===== config.mk =====
export PLATFORM = sky130hd
export DESIGN_NAME = npu_mac_sequencer
export DESIGN_NICKNAME = d
export VERILOG_FILES = /design/src/rtl/npu_mac_sequencer.sv
export SDC_FILE = /design/constraint.sdc
export NUM_CORES = 1
export LEC_CHECK = 0
export ABC_CLOCK_PERIOD_IN_PS = 5670
export CORE_AREA = 5 5 169 90
export CTS_CLUSTER_DIAMETER = 80
export DETAILED_ROUTE_END_ITERATION = 16
export DIE_AREA = 0 0 174 95
export PLACE_DENSITY = 0.69
export SLEW_MARGIN = 5
export SYNTH_ARGS = -nofsm -noshare
export SYNTH_HDL_FRONTEND = slang
export SYNTH_SLANG_ARGS = --single-unit

===== constraint.sdc =====
create_clock -name clk -period 5.67 [get_ports clk]
set_input_delay 0.567 -clock clk [delete_from_list [all_inputs] [get_ports clk]]
set_output_delay 0.567 -clock clk [all_outputs]
set_load 0.02 [all_outputs]

===== src/rtl/npu_mac_sequencer.sv =====
// rtl/npu_mac_sequencer.sv - time-multiplexes one 4-lane int8 dot-product unit across a fully-connected layer
module npu_mac_sequencer #(
  parameter int NUM_INPUTS  = 16,
  parameter int NUM_NEURONS = 4,
  parameter int ACC_W       = 20,
  parameter int RELU        = 1,
  localparam int C     = NUM_INPUTS / 4,
  localparam int WA_W  = (NUM_NEURONS * C > 1) ? $clog2(NUM_NEURONS * C) : 1,
  localparam int XA_W  = (C > 1) ? $clog2(C) : 1,
  localparam int IDX_W = (NUM_NEURONS > 1) ? $clog2(NUM_NEURONS) : 1
) (
  input  logic             clk,
  input  logic             reset,
  input  logic             start,
  output logic             busy,
  output logic             done,
  output logic             mem_rd_en,
  output logic [WA_W-1:0]  w_addr,
  output logic [XA_W-1:0]  x_addr,
  input  logic [31:0]      w_rdata,
  input  logic [31:0]      x_rdata,
  output logic [31:0]      pe_w,
  output logic [31:0]      pe_x,
  input  logic [15:0]      pe_result,
  output logic             out_valid,
  input  logic             out_ready,
  output logic [15:0]      out_data,
  output logic [IDX_W-1:0] out_idx
);

  typedef enum logic [2:0] {S_IDLE, S_FETCH, S_DRAIN, S_OUT, S_DONE} state_t;

  localparam logic signed [ACC_W-1:0] SAT_MAX = ACC_W'(32767);
  localparam logic signed [ACC_W-1:0] SAT_MIN = ACC_W'(-32768);

  state_t                   r_state;
  logic [2:0]               r_vld;
  logic signed [ACC_W-1:0]  r_acc;
  logic signed [ACC_W-1:0]  w_pe_ext;
  logic signed [ACC_W-1:0]  w_acc_next;
  logic [15:0]              w_result;

  // r_vld[2] marks the cycle pe_result belongs to a fetched chunk
  always_comb begin
    w_pe_ext   = {{(ACC_W-16){pe_result[15]}}, pe_result};
    w_acc_next = r_vld[2] ? r_acc + w_pe_ext : r_acc;
    if (w_acc_next > SAT_MAX)
      w_result = 16'h7fff;
    else if (w_acc_next < SAT_MIN)
      w_result = 16'h8000;
    else
      w_result = w_acc_next[15:0];
    if (RELU != 0 && w_result[15])
      w_result = '0;
  end

  always_ff @(posedge clk or posedge reset) begin
    if (reset) begin
      r_state   <= S_IDLE;
      r_vld     <= '0;
      r_acc     <= '0;
      busy      <= 1'b0;
      done      <= 1'b0;
      mem_rd_en <= 1'b0;
      w_addr    <= '0;
      x_addr    <= '0;
      pe_w      <= '0;
      pe_x      <= '0;
      out_valid <= 1'b0;
      out_data  <= '0;
      out_idx   <= '0;
    end else begin
      r_vld <= {r_vld[1:0], mem_rd_en};
      pe_w  <= r_vld[0] ? w_rdata : '0;
      pe_x  <= r_vld[0] ? x_rdata : '0;
      r_acc <= w_acc_next;

      case (r_state)
        S_IDLE: begin
          if (start) begin
            busy      <= 1'b1;
            mem_rd_en <= 1'b1;
            w_addr    <= '0;
            x_addr    <= '0;
            out_idx   <= '0;
            r_acc     <= '0;
            r_state   <= S_FETCH;
          end
        end
        S_FETCH: begin
          if (x_addr == XA_W'(C - 1)) begin
            mem_rd_en <= 1'b0;
            r_state   <= S_DRAIN;
          end else begin
            w_addr <= w_addr + WA_W'(1);
            x_addr <= x_addr + XA_W'(1);
          end
        end
        S_DRAIN: begin
          // the final chunk is being summed this cycle; w_result already includes it
          if (r_vld[1:0] == 2'b00) begin
            out_valid <= 1'b1;
            out_data  <= w_result;
            r_state   <= S_OUT;
          end
        end
        S_OUT: begin
          if (out_ready) begin
            out_valid <= 1'b0;
            if (out_idx == IDX_W'(NUM_NEURONS - 1)) begin
              busy    <= 1'b0;
              done    <= 1'b1;
              r_state <= S_DONE;
            end else begin
              out_idx   <= out_idx + IDX_W'(1);
              w_addr    <= w_addr + WA_W'(1);
              x_addr    <= '0;
              mem_rd_en <= 1'b1;
              r_acc     <= '0;
              r_state   <= S_FETCH;
            end
          end
        end
        S_DONE: begin
          done    <= 1'b0;
          r_state <= S_IDLE;
        end
        default: r_state <= S_IDLE;
      endcase
    end
  end

endmodule


# Yosys cells after proc, flatten, opt, wreduce, memory -nomap -nowiden
# Index checks and enable logic that the tools add are counted.
dict set report word_totals {
  regBits 118
  output_inout_bits 92
}
dict set report op_classes {
  addsub 4
  magnitude_cmp 2
  eq_ne 13
  muxes 43
  reduce_logical 14
}
# op n
set ops {}
lappend ops {{20-bit two-way mux} 4}
lappend ops {{32-bit two-way mux} 2}
lappend ops {{20-bit case mux with 2 select lines} 1}
lappend ops {{16-bit two-way mux} 2}
lappend ops {{20-bit by 16-bit adder with 20-bit output} 1}
lappend ops {{20-bit by 16-bit > comparator with 1-bit output (second input constant)} 1}
lappend ops {{20-bit by 16-bit less-than comparator with 1-bit output (second input constant)} 1}
lappend ops {{4-bit two-way mux} 4}
lappend ops {{15-bit two-way mux} 1}
lappend ops {{3-bit two-way mux} 5}
lappend ops {{2-bit != test (second input constant)} 7}
lappend ops {{2-bit two-way mux} 6}
lappend ops {{3-bit case mux with 4 select lines} 1}
lappend ops {{4-bit case mux with 3 select lines} 1}
lappend ops {{4-bit AND reduction} 3}
lappend ops {{1-bit two-way mux} 10}
lappend ops {{5-bit AND reduction} 2}
lappend ops {{3-bit by 2-bit equality test with 1-bit output (second input constant)} 2}
lappend ops {{1-bit case mux with 2 select lines} 3}
lappend ops {{2-bit case mux with 3 select lines} 1}
lappend ops {{3-bit AND reduction} 2}
lappend ops {{2-bit nonzero test} 3}
lappend ops {{2-bit by 1-bit adder with 2-bit output (second input constant)} 2}
lappend ops {{4-bit by 1-bit adder with 4-bit output (second input constant)} 1}
lappend ops {{9 further kinds} 10}

# Depth between registers and ports, before layout
dict set report depth {
  word_depth 6
  mapped_depth 13
  ltp_nobuf 12
}

# Worst setup path before layout
# Ideal clock, no wire load.
dict set report synth_path {
  kind {input-to-reg}
  start {in pe_result[0]}
  end {reg out_data[0]}
  arrival_time_ps 2954
  required_ps 5549
  setup_slack_ps 2595
  path_stages 13
  path_buffers 1
  cell_sequence {ha_1 > inv_1 > fa_1 > nor2b_1 > o31a_1 > o31a_1 > o211ai_2 > a21boi_1 > mux2i_1 > a21o_1 > clkbuf_1 > nand3_1 > a22o_1}
}
dict set report synth_between {
  elab_chain_cells 6
  elab_cells_between_ends 7
}
# element line_no
set synth_lines {}
lappend synth_lines {{start: declaration} 24} ;# input logic [15:0] pe_result,
lappend synth_lines {{20-bit by 16-bit adder with 20-bit output *} 46} ;# w_acc_next = r_vld[2] ? r_acc + w_pe_ext : r_acc;
lappend synth_lines {{20-bit two-way mux *} 46}
lappend synth_lines {{20-bit by 16-bit less-than comparator with 1-bit output} 49} ;# else if (w_acc_next < SAT_MIN)
lappend synth_lines {{16-bit two-way mux} 49}
lappend synth_lines {{16-bit two-way mux *} 47} ;# if (w_acc_next > SAT_MAX)
lappend synth_lines {{15-bit two-way mux *} 53} ;# if (RELU != 0 && w_result[15])
lappend synth_lines {{end signal: assignment} 103} ;# out_data <= w_result;
lappend synth_lines {{end: declaration} 27} ;# output logic [15:0] out_data,
# Every way passes the cells marked *; elsewhere a longest branch is shown, timed or not.
# A chain may end at the register's enable or synchronous reset.

# Worst setup path after layout
dict set report layout_path {
  start {in pe_result[6]}
  end {reg out_data[1]}
}
# Same word-level chain as after synthesis.

==> summary.txt <==
Status
  • Status: finished clean

Route
  • Via density: approximately 5.0
  • Post-route ant nets: 0
  • Final WL: around 15000 um
  • Via Count: roughly 4.3k
  • 1st-pass router iterations: 6
  • Detailed-route DRC error count: 0
  • Avg WL per Cell: 17.5 um
  • Initial detailed-routing violation count: roughly 250

Worst hold path
  • Hold path depth: 0
  • Hold Path Class: flop to flop

Pwr
  • Maximum VDD drop: 0.000217 V
  • Power density cells: around 570 nW/um2
  • Pwr Total: 4.43 mW
  • Leakage power: between 3 and 4 nW

Timing
  • Final setup fails: 0
  • Worst-margin pin slew: around 0.84 ns
  • Fmax: between 0.2 and 0.3 GHz
  • Final Hold Vio Count: 0
  • Slew Limit Fails: 0
  • Min Tclk post-route: between 3 and 4 ns
  • Slew headroom: around 44%
  • Final period utilization: approximately 65%
  • Setup TNS: 0 ns
  • Fin Clk Skew: about 0.011 ns
  • WHS: 0.375 ns
  • Setup ws final: ~2 ns
  • RSZ-0062 raised after global routing: false

Final layout
  • Area Overhead vs Synth: 47.4%
  • # fillers: roughly 1.2k
  • Final core occ: a little under three fifths
  • Final instance area: between 7000 and 8000 um2
  • Layout cell share with drive strength beyond 1: approximately 6.6%
  • Post-layout nets: a little under 800
  • Non-Filler Instances: around 860
  • Diodes inserted: 0

Floorplanning
  • Initial Util: about two fifths
  • Core area: about 14000 um2
  • Die W: between 150 and 200 um
  • Die Area: 16500 um2
  • I/O pins: between 150 and 200
  • Die span in y: 95 um
  • Row count: 31

Global route
  • GRT overflow: 0
  • Pin count of the biggest net entering global routing: 67
  • GRT Util Overall: 17.9%
  • Antenna violations before repair: 0
  • First-pass GRT wire length: approximately 23000 um
  • Vias in the first global route: between 4k and 5k

Clock tree
  • CTS tree: yes
  • Post-CTS Setup Bufs: 0
  • Number of gates resized after CTS: 0
  • Clock network latency to the later pin of the worst-skew pair: ~0.40 ns
  • Clock-pin slew on the worst setup and hold paths: 0.06 ns
  • CTS buffer count: 17
  • CTS Sinks: around 120
  • Clk root buf: clkbuf_16
  • Clock buffer depth: 2
  • H-tree depth: 4
  • Number of hold buffers added after CTS: 0

Placed design
  • Input/output buffers: ~170
  • Post-DP HPWL: between 10000 and 15000 um
  • Worst slack, placed: roughly 1.7 ns
  • Post-Place Cell Area: 7210 um2
  • Placed Cells incl. Taps: between 800 and 900
  • Routability cong.: about 0.85

Flow run
  • # Max-Cap Violations: 0

Worst setup path
  • Crit-path max cell delay: roughly 0.61 ns
  • Crit. End Element: flop
  • Worst endpoint required time: 6.00 ns
  • Cell Chain, Critical Path: clkdlybuf4s50_1 > ha_1 > a21oi_1 > o22ai_1 > nor3_2 > a211oi_2 > or4b_1 > a31o_1 > xor2_1 > and4_1 > a22o_1
  • Worst R2R Path Depth: 10
  • Worst Path Arrival: around 4.0 ns
  • Slowest cell on crit path: and4_1
  • Critical path launch point type: input port
  • Critical path class: input port to flop
  • CP max FO: 15

Logic synthesis
  • Cell accounting for the most synthesized area: dfrtp_1
  • Post-synth ARST share: between 90% and 100%
  • Yosys top cell area share: a little under three fifths
  • Top_reg_cell synth: dfrtp_1
  • Synth Cell Area: between 5000 and 6000 um2
  • Syn Nets: approximately 600
  • Register bit count reported by yosys: around 120
  • Yosys warns: 0
  • Cell count after synthesis: between 400 and 500
  • Syn Area/Cell: 10.8 um2
  • Sequential-to-total area share from yosys stat: 55.1%
  • Synth top area cells: dfrtp_1, and2_1, ha_1
  • Yosys cell types: between 50 and 60
  • EDFF count, synth: 0
==> cell type report <==
class | count | area [um2] | area share, %
repair buffers | 178 | 1770 | 22.6
inverters | 7 | 28.8 | 0.368
multi-input cells | 344 | 2250 | 28.8
flip-flops and latches | 117 | 2930 | 37.4
clock buffers | 17 | 425 | 5.43
well taps | 181 | 226 | 2.89
clock inverters | 15 | 196 | 2.51
==> where the power goes <==
part | leakage, nW | total, mW | switching (mW) | internal, mW
Sequential | 1.44 | 1.27 | 0.171 | 1.10
Combinational | 1.70 | 2.04 | 1.16 | 0.885
Clock | 0.307 | 1.12 | 0.412 | 0.706
Total | 3.45 | 4.43 | 1.74 | 2.69
==> critical path, delay by kind of cell <==
kind / cells / cell delay (ns)
XOR/XNOR: 1 / 0.19
adder cells (fa/ha/maj): 1 / 0.39
AND/OR/NAND/NOR: 3 / 1.33
AO/OA/AOI/OAI: 5 / 1.10
buffers and inverters: 1 / 0.41
==> cells in the final DEF (no fill, tap or decap), drive strengths merged, types with 2 or more instances in the layout <==
cell and instances:
clkbuf 17, a211oi 4, mux2i 15, nand4 4, or3 2, a22o 15, and2 65, nor2b 6
nor3 5, clkdlybuf4s50 174, o21ai 21, dfrtp 117, and3 3, o31a 2, bufinv 3, nor2 39
xor2 5, nand3 23, ha 22, o211ai 2, xnor2 7, a21boi 2, buf 4, o22ai 2
a21oi 30, nand2b 5, a21o 8, a31oi 3, nand2 32, clkinv 6, inv 13
==> state kept, by name, summed over array words and instances, names as in the netlist <==
register	flops
out_idx	2
pe_x	32
w_addr	4
out_data	15
mem_rd_en	1
busy	1
r_acc	20
x_addr	2
r_vld	3
pe_w	32
out_valid	1
done	1
r_state	3
==> path summary, 6_finish.rpt <==
check,from,endpoint,slack (ns)
hold / removal,r_vld[1]$_DFF_PP0_,r_vld[2]$_DFF_PP0_,0.38
max in group asynchronous,reset,pe_x[4]$_DFF_PP0_,3.79
min in group asynchronous,reset,pe_w[29]$_DFF_PP0_,0.68
setup reg to reg,r_acc[6]$_DFF_PP0_,out_data[1]$_DFFE_PP0P_,2.22
hold reg to reg,r_vld[1]$_DFF_PP0_,r_vld[2]$_DFF_PP0_,0.38
setup / recovery,pe_result[6],out_data[1]$_DFFE_PP0P_,2.01
==> cell usage after synthesis (8+ instances only) <==
library cell	instances
a21o_1	8
a21oi_1	30
a22o_1	15
and2_1	65
clkbuf_1	17
dfrtp_1	117
ha_1	22
mux2i_1	15
nand2_1	32
nand3_1	23
nor2_1	38
o21ai_0	16
==> cell families after synthesis <==
logic type / after synthesis / share of synthesized area [%]
compound gates: 101 / 12.7
xor+xnor: 12 / 1.98
fa+ha+maj: 23 / 5.56
buf+inv: 30 / 2.50
flops: 117 / 55.1
mux: 16 / 3.04
other cells: 1 / 0.0706
simple gates: 191 / 19.0
==> routing by layer <==
layer / GRT usage, % / routed length [um] / vias up / share of wire, %
li1: - / - / 2061 / -
met1: 27.2 / 7280 / 2108 / 48
met2: 24.6 / 6570 / 145 / 44
met3: 5.80 / 1130 / 11 / 7.5
met4: 4.08 / 104 / 0 / 0.69
met5: 0 / 0 / - / 0
No activity file was read; power rests on OpenSTA's default activity.
==> variant 1: new RTL, config.mk and constraints unchanged <==
The parameter `ACC_W` goes from 20 to 30.
--- a/src/rtl/npu_mac_sequencer.sv
+++ b/src/rtl/npu_mac_sequencer.sv
@@ -2,7 +2,7 @@
 module npu_mac_sequencer #(
   parameter int NUM_INPUTS  = 16,
   parameter int NUM_NEURONS = 4,
-  parameter int ACC_W       = 20,
+  parameter int ACC_W       = 30,
   parameter int RELU        = 1,
   localparam int C     = NUM_INPUTS / 4,
   localparam int WA_W  = (NUM_NEURONS * C > 1) ? $clog2(NUM_NEURONS * C) : 1,
Check against the original RTL: same outputs for any inputs over 10 cycles, from zero or initial values and one cycle with reset high; that may be too few to reach the edited logic, so the function may still have changed.
==> variant 1 against the unedited design <==
  * Sequential cell count grew 10
  * Synthesized area grew 29%
  * Die area is the same
  * Sequential share of layout area shrank 3.0 points
  * First-iteration DRC count grew 73%
  * Routed wire length grew 36%
  * Maximum frequency shrank 17%
  * Final area grew 18%
  * Setup slack lost 740 ps
  * Non-clock buffer count grew 4
  * Power grew 24%
  * Count of clock-buffer cells in the layout grew 1
  * Core utilization grew 10 points
==> variant 1: results (changes against the unedited design) <==
stage	metric	value	unit	change
placed_design	portBuffers	174		unchanged
logic_synthesis	synthesis.nets	784		+31%
cells_and_area	drive_gt1_share	11.3	%	+4.7 points
cts	root_buffer	clkbuf_16		
cells_and_area	diodes	0		unchanged
worst_setup_path	reg2reg_depth	12		+2
cells_and_area	seq_share	34.4	%	-3.0 points
worst_setup_path	r2r_setup_slack	1710	ps	-510 ps
pwr	p_sw	2410	µW	+38%
global_route	grt_pass1_wl	31500	µm	+36%
cells_and_area	flops_and_latches	127		+8.5%
route	drtIter0Drc	430		+73%
global_route	grt_max_degree	80		+19%
cells_and_area	nNetsFinal	950		+23%
logic_synthesis	synth_common_cells	127 x dfrtp_1, 66 x and2_1, 57 x nor2_1, 41 x nand2_1, 38 x a21oi_1		
cells_and_area	inverters	12		+5
global_route	grt_usage	24.8	%	+7.0 points
status	outcome	finished clean		
cells_and_area	multi_input_area_share	37.0	%	+8.2 points
worst_setup_path	setup.worst_path.start	pe_result[15]		
worst_setup_path	crit_arrival	4640	ps	+650 ps
worst_setup_path	cp-start-kind	primary input		
pwr	pg_seq	1430	µW	+13%
pwr	leakagePower	0.00400	µW	+16%
logic_synthesis	synth_cell_types	83		+41%
global_route	antenna_found_initial	0		unchanged
logic_synthesis	ys_warn_count	0		unchanged
logic_synthesis	async_flop_share	100	%	unchanged
route	routedWlPerCell	20.0	µm	+14%
hold_path	whs_endpoint	r_vld[2]		
logic_synthesis	synth_seq_area_share	46.5	%	-8.7 points
route	firstDrtPassIters	5		-1
cells_and_area	area_share_nonclk_buffers	19.5	%	-3.2 points
cts	clockBufferDepth	2		unchanged
cts	htree_levels	4		unchanged
worst_setup_path	critPathMaxStageDelay	770	ps	+160 ps
cts	clk_pin_slew	70	ps	
worst_setup_path	cp_slowest_cell	clkdlybuf4s50_1		
pwr	peakVddDrop	324	µV	+49%
worst_setup_path	crit_fanout	15		unchanged
cells_and_area	buffers	182		+2.2%
worst_setup_path	r2r_start	r_acc[0]		
cells_and_area	nFillCells	1066		-7.7%
pwr	pg_clk	1050	µW	-6%
placed_design	gp_congestion	0.982		+15%
placed_design	dp_hpwl	15700	µm	+39%
cells_and_area	clkCellAreaFrac	6.20	%	-1.7 points
cells_and_area	num-multi-input-gates	493		+43%
logic_synthesis	synthTopCellsByArea	dfrtp_1 46%, and2_1 6.0%, ha_1 5.9%		
sta	whs	381	ps	+6.07 ps
route	vias	5769		+33%
sta	relSlewSlack	36.1	%	-8.2 points
sta	clock_skew	18.3	ps	+7.36 ps
cells_and_area	clock_buffers	18		+1
worst_setup_path	path_delay_family	simple AND/OR/NAND/NOR gates		
global_route	grt_pass1_vias	5486		+28%
cts	insertion_delay	420	ps	+20 ps
worst_setup_path	crit_end	out_data[9]		
cells_and_area	largest_registers	pe_w: 32 flops, pe_x: 32 flops, r_acc: 30 flops		
==> variant 1: cell count changes after synthesis, moves of 8 or more <==
| cell | delta |
|---|---|
| nand3_1 | -12 |
| nand2_1 | +9 |
| nor2_1 | +19 |
| a21oi_1 | +8 |
| o21ai_0 | +12 |
| a22o_1 | -15 |
| dfrtp_1 | +10 |
| ha_1 | +10 |
| or2b_2 | +12 |
| nand2b_1 | +9 |
| a22oi_2 | +10 |
==> variant 1: metrics by stage <==
step | area [µm²] | std cells | util [%] | power, µW | worst slack, ps
2_1_floorplan | 6840 | 667 | - | 3360 | 1720
3_3_place_gp | 8670 | 995 | 62.8 | 4330 | 1090
3_5_place_dp | 8670 | 995 | 62.8 | 4370 | 908
4_1_cts | 9250 | 1027 | 67.0 | 5460 | 1340
5_1_grt | 9250 | 1027 | 67.0 | 5830 | 1090
6_report | 9250 | 1027 | 67.0 | 5480 | 1270
==> variant 1: layer usage <==
| metal | track usage, % | vias to the layer above | wire length, µm |
|---|---|---|---|
| met4 | 3.16 | 0 | 93 |
| met5 | 0 | - | 0 |
| met1 | 37.8 | 2776 | 9920 |
| met3 | 11.7 | 13 | 2520 |
| met2 | 32.4 | 279 | 8000 |
| li1 | - | 2701 | - |
==> variant 1: cell families after synthesis <==
group	count (synthesis)	share of synthesized area (%)
AND/OR/NAND/NOR	270	22.5
AO/OA/AOI/OAI	155	16.4
flip-flops	127	46.5
buffers and inverters	47	3.60
adder cells (fa/ha/maj)	33	6.15
XOR/XNOR	17	2.18
multiplexers	17	2.60
other	1	0.0548
==> variant 1: worst register-to-register path: stages, from the launching register on <==
cell       delay, ps
dfrtp_1          390
ha_1             210
fa_1             410
a21o_1           240
a311o_1          390
o211ai_1         220
a31o_2           300
xnor2_1           80
mux2i_1          510
o2111ai_1        290
nor4_4           350
buf_4            300
a22oi_1          110
==> variant 2: new RTL, same settings <==
Made on the original files. Encoding of `state_t`: now one-hot (5 bits for 5 states).
--- a/src/rtl/npu_mac_sequencer.sv
+++ b/src/rtl/npu_mac_sequencer.sv
@@ -28,7 +28,7 @@
   output logic [IDX_W-1:0] out_idx
 );
 
-  typedef enum logic [2:0] {S_IDLE, S_FETCH, S_DRAIN, S_OUT, S_DONE} state_t;
+  typedef enum logic [4:0] {S_IDLE = 5'b00001, S_FETCH = 5'b00010, S_DRAIN = 5'b00100, S_OUT = 5'b01000, S_DONE = 5'b10000} state_t;
 
   localparam logic signed [ACC_W-1:0] SAT_MAX = ACC_W'(32767);
   localparam logic signed [ACC_W-1:0] SAT_MIN = ACC_W'(-32768);
Check against the original RTL: no difference found for any inputs over 10 cycles, from zero or initial values and one cycle with reset high; not proved beyond that.
==> variant 2 against the unedited design <==
  * Die area is the same
  * Routed wire length is 1.4% lower
  * Cell count grew 0.47%
  * Power shrank 24%
  * Synthesized area grew 3.9%
  * Setup slack lost 280 ps
  * Sequential power fell by 17%
  * Clock skew is essentially flat
  * Sequential cell count rose by 2
  * Count of clock-buffer cells in the layout grew 1
  * First-iteration DRC count is 3.2% higher
  * Final area grew 1.6%
  * Clock power shrank 7%
  * Critical path type unchanged
  * Largest power group unchanged
  * Highest routed layer unchanged
==> variant 2: results (changes against the unedited design) <==
stage	metric	value	unit	change
status	outcome	finished clean		
pwr	leakagePower	0.00348	µW	+0.98%
route	routedWlPerCell	17.2	µm	-1.8%
sta	timing.fmax	254	MHz	-7.1%
route	viasPerCell	5.00		-0.65%
placed_design	dp_hpwl	11100	µm	-1.3%
logic_synthesis	synth_seq_area_share	54.0	%	-1.1 points
route	met3_length	1100	µm	-2.0%
logic_synthesis	synth_cell_types	58		-1.7%
placed_design	place_area	0.00737	mm²	+2.3%
worst_setup_path	crit_arrival	4180	ps	+190 ps
worst_setup_path	crit_fanout	14		-1
placed_design	dpl_worst_slack	1340	ps	-360 ps
worst_setup_path	reg2reg_to	out_data[13]		
global_route	met1_usage	25.7	%	-1.4 points
logic_synthesis	synth_fa_ha_area_share	5.35	%	-0.21 points
logic_synthesis	yosys.area_share.xor_xnor	3.49	%	+1.5 points
worst_setup_path	cp_slowest_cell	o2111a_1		
worst_setup_path	r2r_setup_slack	1950	ps	-270 ps
logic_synthesis	synthTopCellsByArea	dfrtp_1 54%, and2_1 7.3%, ha_1 5.0%		
logic_synthesis	synthesis.nets	601		+0.50%
logic_synthesis	synth_compound_area_share	13.1	%	+0.31 points
worst_setup_path	critPathMaxStageDelay	770	ps	+160 ps
placed_design	gp_congestion	0.877		+2.8%
global_route	globalRouteMet2Util	26.1	%	+1.6 points
sta	relSlewSlack	39.0	%	-5.3 points
sta	clock_skew	11.0	ps	+0.0442 ps
route	drt-met1-wl	7320	µm	+0.58%
pwr	p_seq_share	31.3	%	+2.6 points
cells_and_area	drive_gt1_share	9.38	%	+2.7 points
global_route	grt_max_degree	76		+13%
route	drtIter0Drc	256		+3.2%
global_route	antenna_found_initial	0		unchanged
hold_path	hold_path_startpoint	r_vld[1]		
global_route	grt_usage	18.2	%	+0.26 points
worst_setup_path	path_delay_family	compound AO/OA/AOI/OAI gates		
pwr	p_sw	1220	µW	-30%
worst_setup_path	r2r_start	r_acc[0]		
cts	root_buffer	clkbuf_16		
route	wl_met2	6290	µm	-4.3%
sta	whs	381	ps	+5.33 ps
logic_synthesis	muxShareOfSynthArea	3.22	%	+0.18 points
cells_and_area	nNetsFinal	776		+0.52%
route	firstDrtPassIters	4		-2
pwr	peakVddDrop	204	µV	-5.9%
global_route	grt_pass1_wl	23500	µm	+1.7%
## variant 2: changes by cell type after synthesis, moves of 5 or more
cell	unedited run	this run
a211oi_1	2	8
xnor2_1	7	13
nand3_1	23	2
a22o_1	15	1
nor2_1	38	52
clkbuf_1	17	11
a21oi_1	30	25
a211oi_2	2	10
buf_4	1	6
## variant 2: stage by stage
| stage | power [µW] | utilization, % | instances |
|---|---|---|---|
| 6_report | 3390 | 57.6 | 863 |
| 5_1_grt | 3610 | 57.6 | 863 |
| 4_1_cts | 3400 | 57.6 | 863 |
| 3_5_place_dp | 2340 | 53.4 | 831 |
| 3_3_place_gp | 2320 | 53.4 | 831 |
| 2_1_floorplan | 1980 | - | 494 |
## variant 2: layout make-up
type / count / area (µm²)
repair buffers: 179 / 1780
clock inverters: 14 / 140
flip-flops and latches: 119 / 2980
multi-input cells: 345 / 2360
inverters: 7 / 28.8
well taps: 181 / 226
clock buffers: 18 / 439
fillers: 1154 / 5860
